--- src/rtl/cafeteira_pedido.sv ---
// Order front-end for the coffee dispenser: collects coins, validates a drink
// selection against its price, supervises the dispenser and returns change.
module cafeteira_pedido #(
  parameter int PRECO_CURTO = 2,
  parameter int PRECO_LONGO = 3,
  parameter int PRECO_LEITE = 4,
  parameter int TIMEOUT     = 16,
  parameter int CREDITO_MAX = 15
) (
  input  logic       clock,
  input  logic       reset,
  input  logic       moeda,
  input  logic [1:0] sel,
  input  logic       sel_valida,
  input  logic       cancela,
  input  logic       c,
  input  logic       l,
  input  logic       f,
  output logic [1:0] tipo,
  output logic       maq_rst,
  output logic       ocupado,
  output logic [3:0] credito,
  output logic       troco,
  output logic       pronto,
  output logic       erro
);

  localparam int WD_W = (TIMEOUT > 2) ? $clog2(TIMEOUT) : 1;
  localparam logic [3:0] CRED_MAX   = 4'(CREDITO_MAX);
  localparam logic [4:0] CRED_MAX5  = 5'(CREDITO_MAX);
  localparam logic [WD_W-1:0] WD_FIM = WD_W'(TIMEOUT - 1);

  typedef enum logic [2:0] {
    ESPERA  = 3'd0,
    PREPARO = 3'd1,
    ENTREGA = 3'd2,
    TROCO   = 3'd3,
    ERRO    = 3'd4
  } estado_t;

  estado_t         state;
  estado_t         next_state;
  logic [3:0]      preco_reg;
  logic [WD_W-1:0] watchdog;

  logic [3:0]      credito_next;
  logic [1:0]      tipo_next;
  logic [3:0]      preco_next;
  logic [WD_W-1:0] watchdog_next;
  logic            troco_next;
  logic [3:0]      preco_sel;
  logic [3:0]      credito_moeda;

  // The coffee-phase indicator is observed only; nothing in the order flow depends on it.
  logic unused_monitor;
  assign unused_monitor = c;

  function automatic logic [3:0] preco_de(input logic [1:0] codigo);
    logic [3:0] p;
    case (codigo)
      2'b00:   p = 4'(PRECO_CURTO);
      2'b01:   p = 4'(PRECO_LONGO);
      2'b10:   p = 4'(PRECO_LEITE);
      default: p = 4'd0;
    endcase
    return p;
  endfunction

  function automatic logic [3:0] satura(input logic [4:0] valor);
    logic [3:0] r;
    if (valor > CRED_MAX5) begin
      r = CRED_MAX;
    end else begin
      r = valor[3:0];
    end
    return r;
  endfunction

  // Next-state, credit bookkeeping and change pulses.
  always_comb begin
    next_state    = state;
    credito_next  = credito;
    tipo_next     = tipo;
    preco_next    = preco_reg;
    watchdog_next = watchdog;
    troco_next    = 1'b0;
    preco_sel     = preco_de(sel);
    if (moeda && (credito != CRED_MAX)) begin
      credito_moeda = credito + 4'd1;
    end else begin
      credito_moeda = credito;
    end

    case (state)
      ESPERA: begin
        credito_next = credito_moeda;
        if (cancela) begin
          if (credito != 4'd0) begin
            next_state = TROCO;
          end else begin
            next_state = ESPERA;
          end
        end else if (sel_valida && (sel != 2'b11) && (credito >= preco_sel)) begin
          // Price is checked against the credit held before this cycle's coin.
          tipo_next     = sel;
          preco_next    = preco_sel;
          credito_next  = credito - preco_sel + {3'b000, moeda};
          watchdog_next = '0;
          next_state    = PREPARO;
        end else begin
          next_state = ESPERA;
        end
      end

      PREPARO: begin
        credito_next  = credito_moeda;
        watchdog_next = watchdog + WD_W'(1);
        if (f) begin
          next_state = ENTREGA;
        end else if ((l && (tipo != 2'b10)) || (watchdog == WD_FIM)) begin
          next_state   = ERRO;
          credito_next = satura({1'b0, credito} + {1'b0, preco_reg});
        end else begin
          next_state = PREPARO;
        end
      end

      ENTREGA: begin
        next_state = ESPERA;
      end

      TROCO: begin
        if (credito != 4'd0) begin
          credito_next = credito - 4'd1;
          troco_next   = 1'b1;
          if (credito == 4'd1) begin
            next_state = ESPERA;
          end else begin
            next_state = TROCO;
          end
        end else begin
          next_state = ESPERA;
        end
      end

      ERRO: begin
        if (cancela) begin
          if (credito != 4'd0) begin
            next_state = TROCO;
          end else begin
            next_state = ESPERA;
          end
        end else begin
          next_state = ERRO;
        end
      end

      default: begin
        next_state = ESPERA;
      end
    endcase
  end

  // State, datapath and registered outputs derived from the state being entered.
  always_ff @(posedge clock) begin
    if (!reset) begin
      state     <= ESPERA;
      credito   <= 4'd0;
      tipo      <= 2'b00;
      preco_reg <= 4'd0;
      watchdog  <= '0;
      maq_rst   <= 1'b1;
      ocupado   <= 1'b0;
      troco     <= 1'b0;
      pronto    <= 1'b0;
      erro      <= 1'b0;
    end else begin
      state     <= next_state;
      credito   <= credito_next;
      tipo      <= tipo_next;
      preco_reg <= preco_next;
      watchdog  <= watchdog_next;
      maq_rst   <= (next_state != PREPARO);
      ocupado   <= (next_state == PREPARO) || (next_state == TROCO) || (next_state == ERRO);
      troco     <= troco_next;
      pronto    <= (next_state == ENTREGA);
      erro      <= (next_state == ERRO);
    end
  end

endmodule

--- config.mk ---
export PLATFORM = sky130hd
export DESIGN_NAME = cafeteira_pedido
export DESIGN_NICKNAME = d
export VERILOG_FILES = /design/src/rtl/cafeteira_pedido.sv
export SDC_FILE = /design/constraint.sdc
export NUM_CORES = 1
export LEC_CHECK = 0
export CELL_PAD_IN_SITES_DETAIL_PLACEMENT = 0
export CELL_PAD_IN_SITES_GLOBAL_PLACEMENT = 1
export CORE_MARGIN = 4
export CORE_UTILIZATION = 40
export CTS_BUF_LIST = sky130_fd_sc_hd__clkbuf_8
export DETAILED_ROUTE_END_ITERATION = 8
export PLACE_DENSITY_LB_ADDON = 0.05
export REMOVE_ABC_BUFFERS = 1
export SYNTH_ARGS = -nofsm -noshare
export SYNTH_HDL_FRONTEND = slang
export SYNTH_SLANG_ARGS = --single-unit
--- constraint.sdc ---
create_clock -name clock -period 4 [get_ports clock]
set_input_delay 0.8 -clock clock [delete_from_list [all_inputs] [get_ports clock]]
set_output_delay 0.8 -clock clock [all_outputs]
set_load 0.02 [all_outputs]
# After elaboration in Yosys (flattened, before gate mapping)
# Index checks and enable logic that the tools add are counted.
# word_totals
ff_bits	22
input_bits	10
word_cells	75
# classes
n_addsub	6
n_lt_le_gt_ge	2
eq_ne	18
muxes	22
n_bitwise	1
reduce_logical	16
# ops
op	n
$mux W4	9
$mux W3	5
$pmux W3 S4	1
$pmux W4 S3	1
$ne A2 B2 Y1 const B	5
$eq A3 B2 Y1 const B	3
$pmux W3 S3	1
$add A4 B1 Y4 const B	2
$pmux W4 S2	1
$eq A3 B1 Y1 const B	2
$eq A3 B3 Y1 const B	2
$reduce_and A3 Y1	2
$add A4 B4 Y5	1
$gt A5 B4 Y1 const B	1
$add A4 B1 Y4	1
$eq A4 B1 Y1 const B	1
$eq A4 B4 Y1 const B	1
$ge A4 B4 Y1	1
$logic_and A1 B1 Y1	4
$mux W2	2
$ne A4 B4 Y1 const B	1
$reduce_and A2 Y1	2
$reduce_bool A4 Y1	1
$sub A4 B1 Y4 const B	1
11 further kinds	14

# Depth between registers and ports, before layout
# Gate-level depths: netlist of run 1.
# depth
ltp_word	10
depth_mapped	10
depth_no_buf	9

# Least setup slack after synthesis of run 1
# OpenSTA, ideal clock, no wires.
# synth_path
kind	input port to flip-flop
from	input sel[0]
to	register watchdog[0]
t_arrival_ps	2808
path_slack_ps	1077
stages	10
path_cell_list	nor2b_1 -> ha_1 -> fa_1 -> a21boi_0 -> o21ai_2 -> nand4b_4 -> or4_4 -> buf_6 -> and3_1 -> o21a_1
# synth_between
elab_chain_len	6
# synth_lines
element	line	source
start: declaration	13	input logic [1:0] sel,
$eq A2 B2 Y1 (tied with other cells)	60	case (codigo)
$pmux W3 S3	60	
$ge A4 B4 Y1	103	end else if (sel_valida && (sel != 2'b11) && (credito >= preco_sel)) begin
$logic_and A1 B1 Y1 *	103	
$ne A2 B2 Y1 (no source line) *	-	
$reduce_and A3 Y1 (no source line) *	-	
end signal: assignment	182	watchdog <= watchdog_next;
end: declaration	44	logic [WD_W-1:0] watchdog;
# Every way passes the cells marked *; elsewhere a longest branch is shown, timed or not.
# A chain may end at the register's enable or synchronous reset.

# Worst setup path after layout of run 1
# layout_path
from	input sel[1]
to	register watchdog[0]
# layout_between
elab_chain_len	6
# layout_lines
element	line	source
$eq A2 B2 Y1 (tied with other cells)	60	
$pmux W3 S3 *	60	
via preco_sel[0]	51	logic [3:0] preco_sel;
$ge A4 B4 Y1 *	103	
$logic_and A1 B1 Y1 *	103	
$ne A2 B2 Y1 (no source line) *	-	
$reduce_and A3 Y1 (no source line) *	-	
# The timed path passes the listed nets; every way through them passes the cells marked *.

==> results.md, run 1 <==
- Sw Share: around 45%
- Resized Gates After CTS: 0
- I/O Buffers: 19
- Reg2reg start: credito[0]
- Mapped cell area: ~0.0015 mm²
- Hold Path Stages: 2
- DR vias: about 1300
- Die height: 69.9 µm
- Fillcell total: ~380
- Flop2flop setup slack: ~1200 ps
- Detailed-route DRC error count: 0
- Worst endpoint data arrival time: 3410 ps
- Routed Antenna Nets: 0
- Post-synth top flop: dfxtp_1
- Detailed Place HPWL: between 2000 and 3000 µm
- Xor-xnor portion of the synthesized cell area: roughly 4.0%
- Synth Area in Compound Gates: 20.3%
- WHS Endpoint: preco_reg[0]
- H-tree Lvls: 1
- Leak: just over 0.7 nW
- Final GP Congestion: a little under 0.8
- Psw: between 0.4 and 0.5 mW
- Gr usage total: between 10% and 20%
- Skew-Pair Late Insertion Delay: roughly 260 ps
- CTS Buffer Depth: 2
- Pwr Density: a little over 600 mW/mm²
- Period utilization: between 80 and 90%
- Post-Synth Simple-Gate Area: around 23%
- Ant diodes: 0
- EDFF count, synth: 0
- Post-CTS Setup Inserts: 0
- Max cap viols: 0
- Drt initial violations: 72
- Worst R2R Path Depth: 9
- Setup violators final: 0
- Post-Syn Instances: ~180
- Finished Core Util: between 40 and 50%
- Worst-Margin Slew: 775 ps
- Sequential Power Share: a little under a third
- Pin count of the biggest net entering global routing: 18
- Commonest non-fill, non-tap cell in the layout: dfxtp_1
- Vias in the first global route: around 1400
- RSZ-0062 raised after global routing: false
- Commonest non-fill, non-tap cells in the layout: 21 x dfxtp_1, 19 x clkdlybuf4s50_1, 16 x a21oi_1, 16 x nand2_1, 15 x ha_1
- Die ar.: roughly 0.0049 mm²
- Via density: roughly 5.3
- Status: finished, final reports clean
- Final Skew: between 1 and 1.5 ps
- Synth warnings: 0
- CTS Buf Count: 3
- Reg-to-reg endpoint: watchdog[0]
- Clk pwr share: roughly 12%
- FF+latch count, synth: 21
- Highest metal used: met4
- Layout area overhead: 17.7%
- CP top delay family: simple AND/OR/NAND/NOR gates
- Met3 wire length: ~200 µm
- Post-layout min period: between 3000 and 4000 ps
- Sum Neg Setup Slack: 0 ps
- Sequential cell area fraction in the yosys report: ~27%
- Beginning of the worst hold path: preco_reg[0]
- Internal cell power: between 0.6 and 0.7 mW
- Slew Limit Fails: 0
- Critical path fanouts, max: 9
- Sequential cell area: around 420 µm²
- Asr flop ratio synth: 0%
- Met2 Wirelength: between 1500 and 2000 µm
- FMAX: 0.307 GHz
- Syn Area/Cell: between 8 and 9 µm²
- I/O pin cnt: 21
- Top flop regs: credito: 4 flops, watchdog: 4 flops
- Row cnt: 22
- Combinational family with the most area after synthesis: simple AND/OR/NAND/NOR gates
- Share of cells above drive strength 1: 8.50%
- NumNets Final: 229
- Adder-Cell Fraction of Synth Area: roughly 16%
- Hold Path Class: register to register
- Multi-input logic area: approximately 0.0010 mm²
- First-pass GRT wire length: approximately 6500 µm
- Slowest CP cell: clkdlybuf4s50_1
- Synth cell types: 46
- Critical path class: input pin to register
- 1st-pass router iterations: 4
- Clock Pin Slew Worst Setup and Hold Paths: approximately 70 ps
- Combinational power share: 56.2%
- Routed length per instance: roughly 15 µm
- Max-slew headroom: between 40% and 50%
- Final hold violation count: 0
- Worst path cell trace: clkdlybuf4s50_1, nor2b_1, ha_1, fa_1, a21boi_0, o21ai_2, nand4b_4, or4_4, and3_1, o21a_1
- Root Driver: clkbuf_8
- CTS tree: built
- Die X-Extent: approximately 70 µm
- Crit end category: register
- Grt total ovfl: 0
- Worst vdd ir: approximately 0.33 mV
- Critical path launch point type: input pin
- Crit-path max cell delay: approximately 540 ps
- Worst EP required: between 4000 and 5000 ps
- Initial Util: 41.5%
- Post-synthesis mux area share: under 10%
- Clock sink count: 21
- Initial antenna violation count: 0
- Buffer and inverter count on the worst path: 1
- Core box area: roughly 0.0037 mm²
- Total Routed Length: around 3700 µm
- # hold bufs at CTS: 0
- M1 WL: about 1700 µm
## tightest hold or removal path, delay by kind of cell, from the launching register on
| family | cells | cell delay (ps) |
|---|---|---|
| simple gates | 1 | 50 |
| flops | 1 | 310 |
| compound gates | 1 | 70 |
## logic make-up (layout without fill, tap and decap cells)
logic type / after synthesis / in the layout
AO/OA/AOI/OAI: 49 / 49
XOR/XNOR: 7 / 7
adder cells (fa/ha/maj): 18 / 18
buffers and inverters: 16 / 35
flip-flops: 21 / 21
multiplexers: 6 / 6
AND/OR/NAND/NOR: 64 / 64
## layout make-up
class                      count  area share, %
multi-input combinational    144           57.4
sequential                    21           23.3
timing repair buffer          21           11.4
tap                           48           3.33
clock buffer                   3           2.29
inverter                      10           2.08
clock inverter                 1          0.208
## layer usage
layer	up-vias	global-route usage [%]
met5	-	0
li1	681	-
met4	0	1.91
met2	32	26.8
met1	610	21.7
met3	2	4.89
## cells in the mapped netlist, drive strengths merged (3+ instances only)
master	number	area, µm²
clkbuf	3	11.3
nand2	16	60.1
inv	10	37.5
nor2	14	52.6
o22ai	3	18.8
xnor2	5	43.8
fa	3	60.1
dfxtp	21	420
nand2b	5	38.8
buf	3	27.5
a21oi	16	80.1
and3	3	20.0
nor3	4	20.0
and2	3	18.8
nand3	5	25.0
mux2	4	45.0
ha	15	188
o211ai	3	22.5
o21a	3	22.5
o21ai	11	58.8
a21boi	4	30.0
nor2b	4	25.0
## through the flow
stage	power [mW]	setup slack [ps]	instance area, µm²	cells	hold slack [ps]
2_1_floorplan	0.774	1140	1490	175	447
3_3_place_gp	0.965	509	1760	244	466
3_5_place_dp	0.976	458	1760	244	474
6_report	1.10	740	1800	248	485
5_1_grt	1.22	613	1800	248	500
4_1_cts	1.11	719	1800	248	484
## how the worst max path moves through the flow
stage | cells after the start | from | end | slack, ps
after global routing | 10 | sel[0] | watchdog[0] | 610
after CTS | 10 | sel[1] | watchdog[0] | 720
after detailed placement | 10 | sel[1] | watchdog[0] | 460
after global placement | 10 | sel[1] | watchdog[0] | 510
after floorplan | 9 | sel[0] | watchdog[0] | 1140
final | 10 | sel[1] | watchdog[0] | 740
## power by group through the flow
stage / clock (mW) / combinational, mW / sequential [mW]
2_1_floorplan: 0 / 0.415 / 0.359
3_3_place_gp: 0 / 0.611 / 0.354
3_5_place_dp: 0 / 0.621 / 0.355
4_1_cts: 0.140 / 0.626 / 0.349
5_1_grt: 0.148 / 0.703 / 0.364
6_report: 0.133 / 0.618 / 0.350
(Power assumes the default switching activity.)
==> inputs of run 2 (changes only) <==
- clock period: 4 -> 3.2 ns (I/O delays scaled with it)
==> run 2 against run 1 <==
Compared with the run above:
- sequential share of layout area fell by 0.86 points
- total power rose by 31%
- critical endpoint is now tipo[1]
- first-iteration DRC count rose by 18%
- combinational power rose by 39%
- register-to-register slack got worse by 360 ps
- clock-buffer cell count did not move
- highest routed layer unchanged
==> results.md, run 2 (same netlist as run 1, synthesis figures left out) <==
- Status: finished, final reports clean (unchanged)
- Detailed-route DRC error count: 0 (unchanged)
- Worst vdd ir: 0.305 mV (was 0.329 mV)
- Sum Neg Setup Slack: 0 ps (unchanged)
- Pin count of the biggest net entering global routing: 15 (was 18)
- Initial antenna violation count: 0 (unchanged)
- Period utilization: between 90 and 100%
- FMAX: 0.339 GHz
- Worst hold slack: 487 ps (was 485 ps)
- Slew Limit Fails: 0 (unchanged)
- Commonest non-fill, non-tap cells in the layout: 21 x dfxtp_1, 19 x clkdlybuf4s50_1, 16 x a21oi_1, 16 x nand2_1, 15 x ha_1 (unchanged)
- H-tree Lvls: 1 (unchanged)
- Post-CTS Setup Inserts: 0 (unchanged)
- Via density: 5.42 (was 5.34)
- NumNets Final: 238 (was 229)
- I/O Buffers: 19 (unchanged)
- Critical path fanouts, max: 6 (was 9)
- Worst EP required: 3360 ps (was 4150 ps)
- First-pass GRT wire length: 6700 µm (was 6490 µm)
- Die X-Extent: 69.9 µm (unchanged)
- Worst path cell trace: clkdlybuf4s50_1, nor2b_1, ha_1, fa_1, a21boi_0, o21ai_2, nand4b_4, buf_4, nor4_1, buf_4, nor2_1, o21a_1 (was clkdlybuf4s50_1, nor2b_1, ha_1, fa_1, a21boi_0, o21ai_2, nand4b_4, or4_4, and3_1, o21a_1)
- Resized Gates After CTS: 0 (unchanged)
- Grt total ovfl: 0 (unchanged)
- Routed Antenna Nets: 0 (unchanged)
- Sequential cell area: 420 µm² (unchanged)
- Ant diodes: 0 (unchanged)
- Multi-input logic area: 0.00103 mm² (unchanged)
- Final hold violation count: 0 (unchanged)
- RSZ-0062 raised after global routing: false (unchanged)
- Root Driver: clkbuf_8 (unchanged)
- 1st-pass router iterations: 4 (unchanged)
- Clock sink count: 21 (unchanged)
- Detailed Place HPWL: 2980 µm (was 2890 µm)
- Pwr Density: 770 mW/mm² (was 610 mW/mm²)
- Skew-Pair Late Insertion Delay: 260 ps (about the same)
- Core box area: 0.00369 mm² (unchanged)
- Worst path most repeated cell: buf_4
- Layout area overhead: 22.2% (was 17.7%)
- Crit end category: register (unchanged)
- Top flop regs: credito: 4 flops, watchdog: 4 flops (unchanged)
- Row cnt: 22 (unchanged)
- Max cap viols: 0 (unchanged)
- Commonest non-fill, non-tap cell in the layout: dfxtp_1 (unchanged)
- Initial Util: 41.5% (unchanged)
- Drt initial violations: 85 (was 72)
- Worst endpoint data arrival time: 3110 ps (was 3410 ps)
- Vias in the first global route: 1426 (was 1389)
- CTS Buffer Depth: 2 (unchanged)
- Leak: 0.764 nW (was 0.722 nW)
- Post-layout min period: ~3000 ps
- Total Routed Length: 3880 µm (was 3720 µm)
- Critical path launch point type: input pin (unchanged)
- Setup violators final: 0 (unchanged)
- Hold Path Class: register to register (unchanged)
- Max-slew headroom: 54.7% (was 48.0%)
- Critical path class: input pin to register (unchanged)
- DR vias: 1394 (was 1325)
- Crit-path max cell delay: 420 ps (was 540 ps)
- Final Skew: 2.34 ps (was 1.30 ps)
- # hold bufs at CTS: 0 (unchanged)
- Share of cells above drive strength 1: 12.9% (was 8.50%)
- Clock Pin Slew Worst Setup and Hold Paths: 80 ps (was 70 ps)
- Die ar.: 0.00488 mm² (unchanged)
- I/O pin cnt: 21 (unchanged)
- Final GP Congestion: 0.797 (was 0.795)
- CTS tree: built (unchanged)
- Worst-Margin Slew: 677 ps (was 775 ps)
- Gr usage total: 16.5% (was 16.3%)
- Die height: 69.9 µm (unchanged)
- Routed length per instance: 15.1 µm (was 15.0 µm)
- Fillcell total: 357 (was 382)
- Pwr Total: 1.44 mW (was 1.10 mW)
- Slowest CP cell: clkdlybuf4s50_1 (unchanged)
- CTS Buf Count: 3 (unchanged)
[run 2: layout make-up]
cell class,instances,area share (%)
Clock buffer,3,2.21
Timing Repair Buffer,30,14.6
Clock inverter,1,0.267
Inverter,10,2.01
Multi-Input combinational cell,144,55.3
Tap cell,48,3.21
Sequential cell,21,22.5
[run 2: metrics by stage]
stage               cells  cell area, µm²  util, %  setup slack, ps
floorplan             175            1490        -              496
global placement      253            1830     49.5            -61.9
detailed placement    253            1830     49.5            -16.9
CTS                   257            1870     50.7              233
global route          257            1870     50.7             44.3
finish                257            1870     50.7              249
[run 2: report_power, final]
part	internal [mW]	switching (mW)	total [mW]	leakage, nW
logic	0.390	0.467	0.857	0.567
clock network	0.0867	0.0877	0.174	0.0255
registers	0.320	0.0897	0.409	0.171
[run 2: final timing paths]
check	slack (ps)	start	endpoint	cells past startpoint
max	250	sel[0]	tipo[1]	12
min	490	preco_reg[0]	preco_reg[0]	2
max reg2reg	800	credito[0]	tipo[1]	11
min reg2reg	490	preco_reg[0]	preco_reg[0]	2
[run 2: worst max-delay path: cells and delay by family]
kind | cells | cell delay (ps)
compound gates | 3 | 470
fa+ha+maj | 2 | 580
buf+inv | 3 | 800
simple gates | 4 | 630
[run 2: per-layer routing]
layer	wire length [µm]	up-vias	GRT usage, %
met5	0	-	0
met1	1870	641	23.0
li1	-	703	-
met2	1740	44	26.0
met4	46	0	2.77
met3	219	6	4.17
==> inputs of run 3 (changes only) <==
- CTS_CLUSTER_SIZE: default -> 14
==> results of run 3 <==
Same layout as run 2: the final DEF is identical, and so are final timing and power.
